[config.mk]
export PLATFORM = sky130hd
export DESIGN_NAME = bspi_cmd_sched_flat
export DESIGN_NICKNAME = d
export VERILOG_FILES = /design/src/rtl/bspi_cmd_sched_if.sv /design/src/rtl/bspi_cmd_sched.sv /design/src/flat_wrapper.sv
export SDC_FILE = /design/constraint.sdc
export NUM_CORES = 1
export LEC_CHECK = 0
export ABC_AREA = 1
export CORE_AREA = 2 2 216 218
export CTS_CLUSTER_SIZE = 16
export DETAILED_ROUTE_END_ITERATION = 10
export DIE_AREA = 0 0 218 220
export PLACE_DENSITY_LB_ADDON = 0.2
export SLEW_MARGIN = 20
export SYNTH_ARGS = -nofsm -noshare
export SYNTH_HDL_FRONTEND = slang
export SYNTH_SLANG_ARGS = --single-unit
[constraint.sdc]
create_clock -name clk_i -period 5.2 [get_ports clk_i]
set_clock_uncertainty 0.15 [all_clocks]
set_input_delay 1.04 -clock clk_i [delete_from_list [all_inputs] [get_ports clk_i]]
set_output_delay 1.04 -clock clk_i [all_outputs]
set_load 0.01 [all_outputs]
[src/rtl/bspi_cmd_sched_if.sv]
// Requester and SPI-link signals of the command scheduler.
// slave: scheduler side. master: requesters plus link controller side.
interface bspi_cmd_sched_if #(
  parameter int NUM_REQ          = 4,
  parameter int SPI_MASTER_WIDTH = 64,
  parameter int SPI_SLAVE_WIDTH  = 96
);
  logic [NUM_REQ-1:0]                  req_vld_i;
  logic [NUM_REQ*SPI_MASTER_WIDTH-1:0] req_data_i;
  logic [NUM_REQ-1:0]                  req_ack_o;
  logic [NUM_REQ-1:0]                  rsp_vld_o;
  logic [NUM_REQ-1:0]                  rsp_timeout_o;
  logic [SPI_SLAVE_WIDTH-1:0]          rsp_data_o;
  logic                                mspi_wr_en_o;
  logic [SPI_MASTER_WIDTH-1:0]         mspi_wr_data_o;
  logic                                sspi_rd_vld_i;
  logic [SPI_SLAVE_WIDTH-1:0]          sspi_rd_data_i;

  modport slave (
    input  req_vld_i, req_data_i, sspi_rd_vld_i, sspi_rd_data_i,
    output req_ack_o, rsp_vld_o, rsp_timeout_o, rsp_data_o, mspi_wr_en_o, mspi_wr_data_o
  );

  modport master (
    output req_vld_i, req_data_i, sspi_rd_vld_i, sspi_rd_data_i,
    input  req_ack_o, rsp_vld_o, rsp_timeout_o, rsp_data_o, mspi_wr_en_o, mspi_wr_data_o
  );
endinterface

[src/rtl/bspi_cmd_sched.sv]
// Round-robin scheduler sharing one SPI link controller among NUM_REQ requesters.
// One transaction at a time: grant, issue command, wait for response or timeout,
// then an enforced idle gap. Unsolicited responses are dropped and counted.
module bspi_cmd_sched #(
  parameter real TCQ              = 0.1,
  parameter int  NUM_REQ          = 4,
  parameter int  SPI_MASTER_WIDTH = 64,
  parameter int  SPI_SLAVE_WIDTH  = 96,
  parameter int  RSP_TIMEOUT      = 2000,
  parameter int  GAP_CYCLES       = 8
) (
  input  logic                   clk_i,
  input  logic                   rst_i,
  input  logic                   sched_en_i,
  bspi_cmd_sched_if.slave        bus,
  output logic                   busy_o,
  output logic [15:0]            orphan_cnt_o
);
  localparam int GW   = (NUM_REQ > 1) ? $clog2(NUM_REQ) : 1;
  localparam int GAPW = $clog2(GAP_CYCLES + 1);
  localparam logic [15:0]     TO_LAST   = 16'(RSP_TIMEOUT - 1);
  localparam logic [GAPW-1:0] GAP_LAST  = GAPW'(GAP_CYCLES - 1);
  localparam logic [GW-1:0]   LAST_INIT = GW'(NUM_REQ - 1);

  // Reject unsupported configurations at elaboration.
  if (NUM_REQ < 2 || NUM_REQ > 8 || RSP_TIMEOUT < 2 || RSP_TIMEOUT > 65535 ||
      GAP_CYCLES < 1 || TCQ < 0.0) begin : g_bad_param
    $error("bspi_cmd_sched: parameter out of range");
  end

  typedef enum logic [1:0] {IDLE, ISSUE, WAIT_RSP, GAP} state_t;

  state_t                      state, state_nxt;
  logic [GW-1:0]               last_grant;   // doubles as the active grant once latched
  logic [GW-1:0]               pick;
  logic                        pick_vld;
  logic [NUM_REQ-1:0]          rot;
  logic [NUM_REQ-1:0]          grant_oh;
  logic [15:0]                 to_cnt;
  logic [GAPW-1:0]             gap_cnt;
  logic [SPI_MASTER_WIDTH-1:0] cmd_q;
  logic [SPI_SLAVE_WIDTH-1:0]  rsp_data_q;
  logic [NUM_REQ-1:0]          rsp_vld_q, rsp_to_q;
  logic [15:0]                 orphan_q;
  logic                        start, rsp_hit, to_hit;

  // Round-robin search: rotate requests so bit 0 is last_grant+1, lowest set bit wins.
  always_comb begin
    rot  = NUM_REQ'({bus.req_vld_i, bus.req_vld_i} >> (int'(last_grant) + 1));
    pick = last_grant;
    for (int j = NUM_REQ - 1; j >= 0; j--)
      if (rot[j]) pick = GW'((int'(last_grant) + 1 + j) % NUM_REQ);
  end

  assign pick_vld = |bus.req_vld_i;
  assign grant_oh = NUM_REQ'(1) << last_grant;

  // State register.
  always_ff @(posedge clk_i) begin
    if (rst_i) state <= IDLE;
    else       state <= state_nxt;
  end

  // Next state; a response always beats a coincident timeout.
  always_comb begin
    state_nxt = state;
    start     = 1'b0;
    rsp_hit   = 1'b0;
    to_hit    = 1'b0;
    case (state)
      IDLE: if (sched_en_i && pick_vld) begin
        start     = 1'b1;
        state_nxt = ISSUE;
      end
      ISSUE: state_nxt = WAIT_RSP;
      WAIT_RSP: begin
        if (bus.sspi_rd_vld_i) begin
          rsp_hit   = 1'b1;
          state_nxt = GAP;
        end else if (to_cnt == TO_LAST) begin
          to_hit    = 1'b1;
          state_nxt = GAP;
        end
      end
      GAP: if (gap_cnt == GAP_LAST) state_nxt = IDLE;
      default: state_nxt = IDLE;
    endcase
  end

  // Grant latch, counters, response routing and orphan accounting.
  always_ff @(posedge clk_i) begin
    if (rst_i) begin
      last_grant <= LAST_INIT;
      cmd_q      <= '0;
      rsp_data_q <= '0;
      rsp_vld_q  <= '0;
      rsp_to_q   <= '0;
      to_cnt     <= '0;
      gap_cnt    <= '0;
      orphan_q   <= '0;
    end else begin
      rsp_vld_q <= '0;
      rsp_to_q  <= '0;
      if (start) begin
        last_grant <= pick;
        cmd_q      <= bus.req_data_i[int'(pick)*SPI_MASTER_WIDTH +: SPI_MASTER_WIDTH];
      end
      if (state == ISSUE)         to_cnt <= '0;
      else if (state == WAIT_RSP) to_cnt <= to_cnt + 16'd1;
      if (state == GAP) gap_cnt <= gap_cnt + GAPW'(1);
      else              gap_cnt <= '0;
      if (rsp_hit) begin
        rsp_vld_q  <= grant_oh;
        rsp_data_q <= bus.sspi_rd_data_i;
      end
      if (to_hit) rsp_to_q <= grant_oh;
      if (bus.sspi_rd_vld_i && state != WAIT_RSP && orphan_q != 16'hFFFF)
        orphan_q <= orphan_q + 16'd1;
    end
  end

  assign bus.req_ack_o      = (state == ISSUE) ? grant_oh : '0;
  assign bus.mspi_wr_en_o   = (state == ISSUE);
  assign bus.mspi_wr_data_o = cmd_q;
  assign bus.rsp_vld_o      = rsp_vld_q;
  assign bus.rsp_timeout_o  = rsp_to_q;
  assign bus.rsp_data_o     = rsp_data_q;
  assign busy_o             = (state != IDLE);
  assign orphan_cnt_o       = orphan_q;
endmodule

[src/flat_wrapper.sv]
// flat-port wrapper written by rule: the top's interface ports become plain ports
module bspi_cmd_sched_flat 
#(
  parameter real TCQ              = 0.1,
  parameter int  NUM_REQ          = 4,
  parameter int  SPI_MASTER_WIDTH = 64,
  parameter int  SPI_SLAVE_WIDTH  = 96,
  parameter int  RSP_TIMEOUT      = 2000,
  parameter int  GAP_CYCLES       = 8
)
  (clk_i, rst_i, sched_en_i, busy_o, orphan_cnt_o, bus_req_vld_i, bus_req_data_i, bus_sspi_rd_vld_i, bus_sspi_rd_data_i, bus_req_ack_o, bus_rsp_vld_o, bus_rsp_timeout_o, bus_rsp_data_o, bus_mspi_wr_en_o, bus_mspi_wr_data_o);
  bspi_cmd_sched_if #(.NUM_REQ(NUM_REQ), .SPI_MASTER_WIDTH(SPI_MASTER_WIDTH), .SPI_SLAVE_WIDTH(SPI_SLAVE_WIDTH)) bus_i ();
  input  logic clk_i;
  input  logic rst_i;
  input  logic sched_en_i;
  output logic busy_o;
  output logic [15:0] orphan_cnt_o;
  input wire logic [$bits(bus_i.req_vld_i)-1:0] bus_req_vld_i;
  input wire logic [$bits(bus_i.req_data_i)-1:0] bus_req_data_i;
  input wire logic [$bits(bus_i.sspi_rd_vld_i)-1:0] bus_sspi_rd_vld_i;
  input wire logic [$bits(bus_i.sspi_rd_data_i)-1:0] bus_sspi_rd_data_i;
  output wire logic [$bits(bus_i.req_ack_o)-1:0] bus_req_ack_o;
  output wire logic [$bits(bus_i.rsp_vld_o)-1:0] bus_rsp_vld_o;
  output wire logic [$bits(bus_i.rsp_timeout_o)-1:0] bus_rsp_timeout_o;
  output wire logic [$bits(bus_i.rsp_data_o)-1:0] bus_rsp_data_o;
  output wire logic [$bits(bus_i.mspi_wr_en_o)-1:0] bus_mspi_wr_en_o;
  output wire logic [$bits(bus_i.mspi_wr_data_o)-1:0] bus_mspi_wr_data_o;
  assign bus_i.req_vld_i = bus_req_vld_i;
  assign bus_i.req_data_i = bus_req_data_i;
  assign bus_i.sspi_rd_vld_i = bus_sspi_rd_vld_i;
  assign bus_i.sspi_rd_data_i = bus_sspi_rd_data_i;
  assign bus_req_ack_o = bus_i.req_ack_o;
  assign bus_rsp_vld_o = bus_i.rsp_vld_o;
  assign bus_rsp_timeout_o = bus_i.rsp_timeout_o;
  assign bus_rsp_data_o = bus_i.rsp_data_o;
  assign bus_mspi_wr_en_o = bus_i.mspi_wr_en_o;
  assign bus_mspi_wr_data_o = bus_i.mspi_wr_data_o;
  bspi_cmd_sched #(.TCQ(TCQ), .NUM_REQ(NUM_REQ), .SPI_MASTER_WIDTH(SPI_MASTER_WIDTH), .SPI_SLAVE_WIDTH(SPI_SLAVE_WIDTH), .RSP_TIMEOUT(RSP_TIMEOUT), .GAP_CYCLES(GAP_CYCLES)) u_core (.clk_i(clk_i), .rst_i(rst_i), .sched_en_i(sched_en_i), .bus(bus_i), .busy_o(busy_o), .orphan_cnt_o(orphan_cnt_o));
endmodule
==> results.py <==
metrics = {
    "status": {
        "outcome": "completed",
    },
    "timing": {
        "slew_headroom_pct": 29.1,
        "min_period_ns": 3.48,
        "hold_ws_ns": 0.316,
        "finalHoldViolCount": 0,
        "setup_viol": 0,
        "tns_ns": 0,
        "fmax_mhz": 287,
        "finalCritPeriodShare_pct": 66.9,
        "tightest_slew_ns": 1.06,
        "rsz0062_at_grt": "no",
        "slew_viol_final": 0,
    },
    "synth": {
        "syn_nets": 2122,
        "ys_ff_latch": 208,
        "synth_edf_count": 0,
        "yosysWarnings": 0,
        "synth_compound_gate_area_share_pct": 11.0,
        "yosys.area.top_type_share_pct": 37.4,
        "synth_adder_area_share_pct": 1.24,
        "synth_top_cell_by_area": "dfxtp_1",
        "syn_avg_cell_area_sq_um": 6.36,
        "synth_top_family_by_area": "simple AND/OR/NAND/NOR gates",
        "yosysMostFrequentCell": "nand2_1",
        "yosys.area_share.simple_pct": 36.0,
        "yosys-top-cells-count": "nand2_1 (399), nand3_1 (281), inv_1 (248)",
        "synthMuxAreaShare_pct": 0,
        "synthTopCellsByArea": "dfxtp_1 (37%), nand2_1 (13%), nand3_1 (13%)",
        "synthArstFlopShare_pct": 0,
        "syn_area_sq_um": 11100,
        "synthXorXnorAreaFrac_pct": 0.551,
        "synthCells": 1751,
        "yosysSeqAreaShare_pct": 37.4,
        "synth_ff_type": "dfxtp_1",
        "synthDistinctLibCells": 30,
    },
    "placed_design": {
        "gp_congestion": 0.883,
        "place_inst": 2806,
        "io_buffers": 549,
        "place_hpwl_um": 32900,
    },
    "die": {
        "core_sq_um": 45900,
        "die_h_um": 220,
        "die_w_um": 218,
        "die-area_sq_um": 48000,
        "start_util_pct": 24.3,
        "pin_count": 550,
        "rows": 79,
    },
    "grt": {
        "gr-usage-met3_pct": 6.75,
        "grt.busiest_layer": "met2",
        "grt_max_degree": 130,
        "grt_pass1_vias": 12000,
        "gr-usage-all-layers_pct": 17.7,
        "use_met1_pct": 20.2,
        "antenna_found_initial": 17,
        "grtUsageMet2_pct": 29.2,
        "grt_pass1_wl_um": 66900,
        "grt_remaining_overflow": 0,
    },
    "power_and_ir_drop": {
        "total_power_mw": 8.24,
        "p_leak_nw": 7.93,
        "ir_drop_v": 0.000367,
        "p_per_area_nw_per_um2": 460,
    },
    "worst_setup_path": {
        "critPathMaxFanout": 47,
        "reg2reg_from": "u_core.last_grant[0]",
        "path_class": "primary input to flop",
        "cp.required_ns": 5.50,
        "r2r_end": "u_core.bus.mspi_wr_data_o[18]",
        "r2r_cells": 16,
        "r2r_slack_ns": 1.92,
        "crit_path_end_kind": "flop",
        "critPathArrivalTime_ns": 3.78,
        "critPathCapture": "u_core.bus.mspi_wr_data_o[56]",
        "crit_start": "bus_req_vld_i[2]",
        "crit_path_start_kind": "primary input",
    },
    "clock_network": {
        "insertion_delay_ns": 0.54,
        "clk_pin_slew_ns": 0.06,
        "cts_hold_buf": 0,
        "h-tree-depth": 1,
        "numClockSinks": 208,
        "cts_inserted_buffers": 26,
        "cts_root_buf": "clkbuf_16",
        "post_cts_resized": 0,
        "cts_tree": "yes",
        "cts_setup_buffers": 0,
        "cts_buffer_depth": 3,
    },
    "final_layout": {
        "fin_cells": 2858,
        "syn2layout_area_growth_pct": 60.9,
        "layout-drive-gt1-share_pct": 2.94,
        "fin_util_pct": 39.1,
        "nets": 2599,
    },
    "drt": {
        "dr.first_iter.drc_count": 655,
        "dr.pass1.iters": 5,
        "wl_per_cell_um": 15.8,
        "drcViolationCount": 0,
        "vias": 12700,
        "avgViaCountPerCell": 4.43,
        "postRouteAntennaNets": 0,
        "wirelength_um": 45200,
    },
    "run": {
        "cap_violations": 0,
    },
    "min_path": {
        "hp-class": "flop to flop",
        "hold_depth": 1,
    },
}
per-layer routing:
layer | share of wire [%] | wire [um]
met4 | 3.8 | 1710
met2 | 46 | 20900
met3 | 10 | 4690
met5 | 0.35 | 160
met1 | 39 | 17700
worst min-delay path by stage:
stage	start	end	slack (ns)
2_1_floorplan	u_core.gap_cnt[0]	u_core.gap_cnt[0]	0.27
3_3_place_gp	u_core.gap_cnt[0]	u_core.gap_cnt[0]	0.28
3_5_place_dp	u_core.gap_cnt[0]	u_core.gap_cnt[0]	0.30
4_1_cts	u_core.gap_cnt[0]	u_core.gap_cnt[0]	0.32
5_1_grt	u_core.gap_cnt[0]	u_core.gap_cnt[0]	0.35
6_report	u_core.gap_cnt[0]	u_core.gap_cnt[0]	0.32
cell type report:
class	instances	area, sq um
Fill cell	4792	27900
Antenna cell	7	17.5
Sequential cell	208	4160
Multi-Input combinational cell	1180	5460
Clock buffer	36	769
Tap cell	607	759
Timing Repair Buffer	561	5660
Clock inverter	8	143
Inverter	251	947
through the flow:
| step | cell area (sq um) | setup slack, ns |
|---|---|---|
| floorplan | 11100 | 2.76 |
| global placement | 17000 | 1.18 |
| detailed placement | 17000 | 1.15 |
| CTS | 17900 | 1.74 |
| global route | 17900 | 1.44 |
| finish | 17900 | 1.72 |
state kept, by name, summed over array words and instances (netlist names):
register / count
u_core.bus.rsp_data_o: 96
u_core.bus.mspi_wr_data_o: 64
u_core.orphan_cnt_o: 16
u_core.to_cnt: 16
u_core.bus.rsp_timeout_o: 4
u_core.bus.rsp_vld_o: 4
u_core.gap_cnt: 4
u_core.last_grant: 2
u_core.state: 2
critical path, stage by stage:
cell and delay (ns):
clkdlybuf4s50_1 0.50, nand2_1 0.10, nand2_1 0.11, nand2_1 0.05, nand2_1 0.09, nand2_1 0.11
nand2_1 0.12, nand2_4 0.31, nand2_4 0.45, buf_4 0.45, nand2_1 0.10, nand3_1 0.11
nand3_1 0.09, nand2_1 0.08, inv_1 0.04
where the power goes:
group / switching, mW / internal [mW] / leakage [nW]
registers: 0.194 / 1.93 / 1.70
clock network: 0.732 / 1.22 / 0.448
logic: 2.47 / 1.69 / 5.78
total: 3.40 / 4.84 / 7.93
placed cells by master, fill, tap and decap left out, types with 2 or more instances in the layout:
cell             synthesis  layout
clkbuf_8                 0       6
buf_4                    5       7
nand3_1                281     281
xor2_1                   6       6
nand3b_1                 2       2
ha_1                    11      11
inv_1                  248     247
nor2_1                 235     234
nor4_1                   4       4
clkinv_2                 0       3
clkdlybuf4s50_1          0     549
clkbuf_16                0      27
dfxtp_1                208     208
a21oi_1                 29      29
bufinv_16                0       4
a211oi_1                 2       2
o21ai_0                113     113
diode_2                  0       7
nor3_1                  15      15
buf_12                   0       4
nand2_1                399     397
inv_4                    1       2
nand4_1                  7       7
inv_2                    2       2
nand2_2                  3       3
nand2_4                  0       2
clkbuf_1                47       3
o21a_1                  66      66
kinds of logic (layout without fill, tap and decap cells):
group                    count (synthesis)  count (layout)
buffers and inverters                  363             856
AND/OR/NAND/NOR                        951             951
XOR/XNOR                                 7               7
AO/OA/AOI/OAI                          211             211
other                                    0               7
adder cells (fa/ha/maj)                 11              11
flip-flops                             208             208
Power figures use the tool's default switching activity.
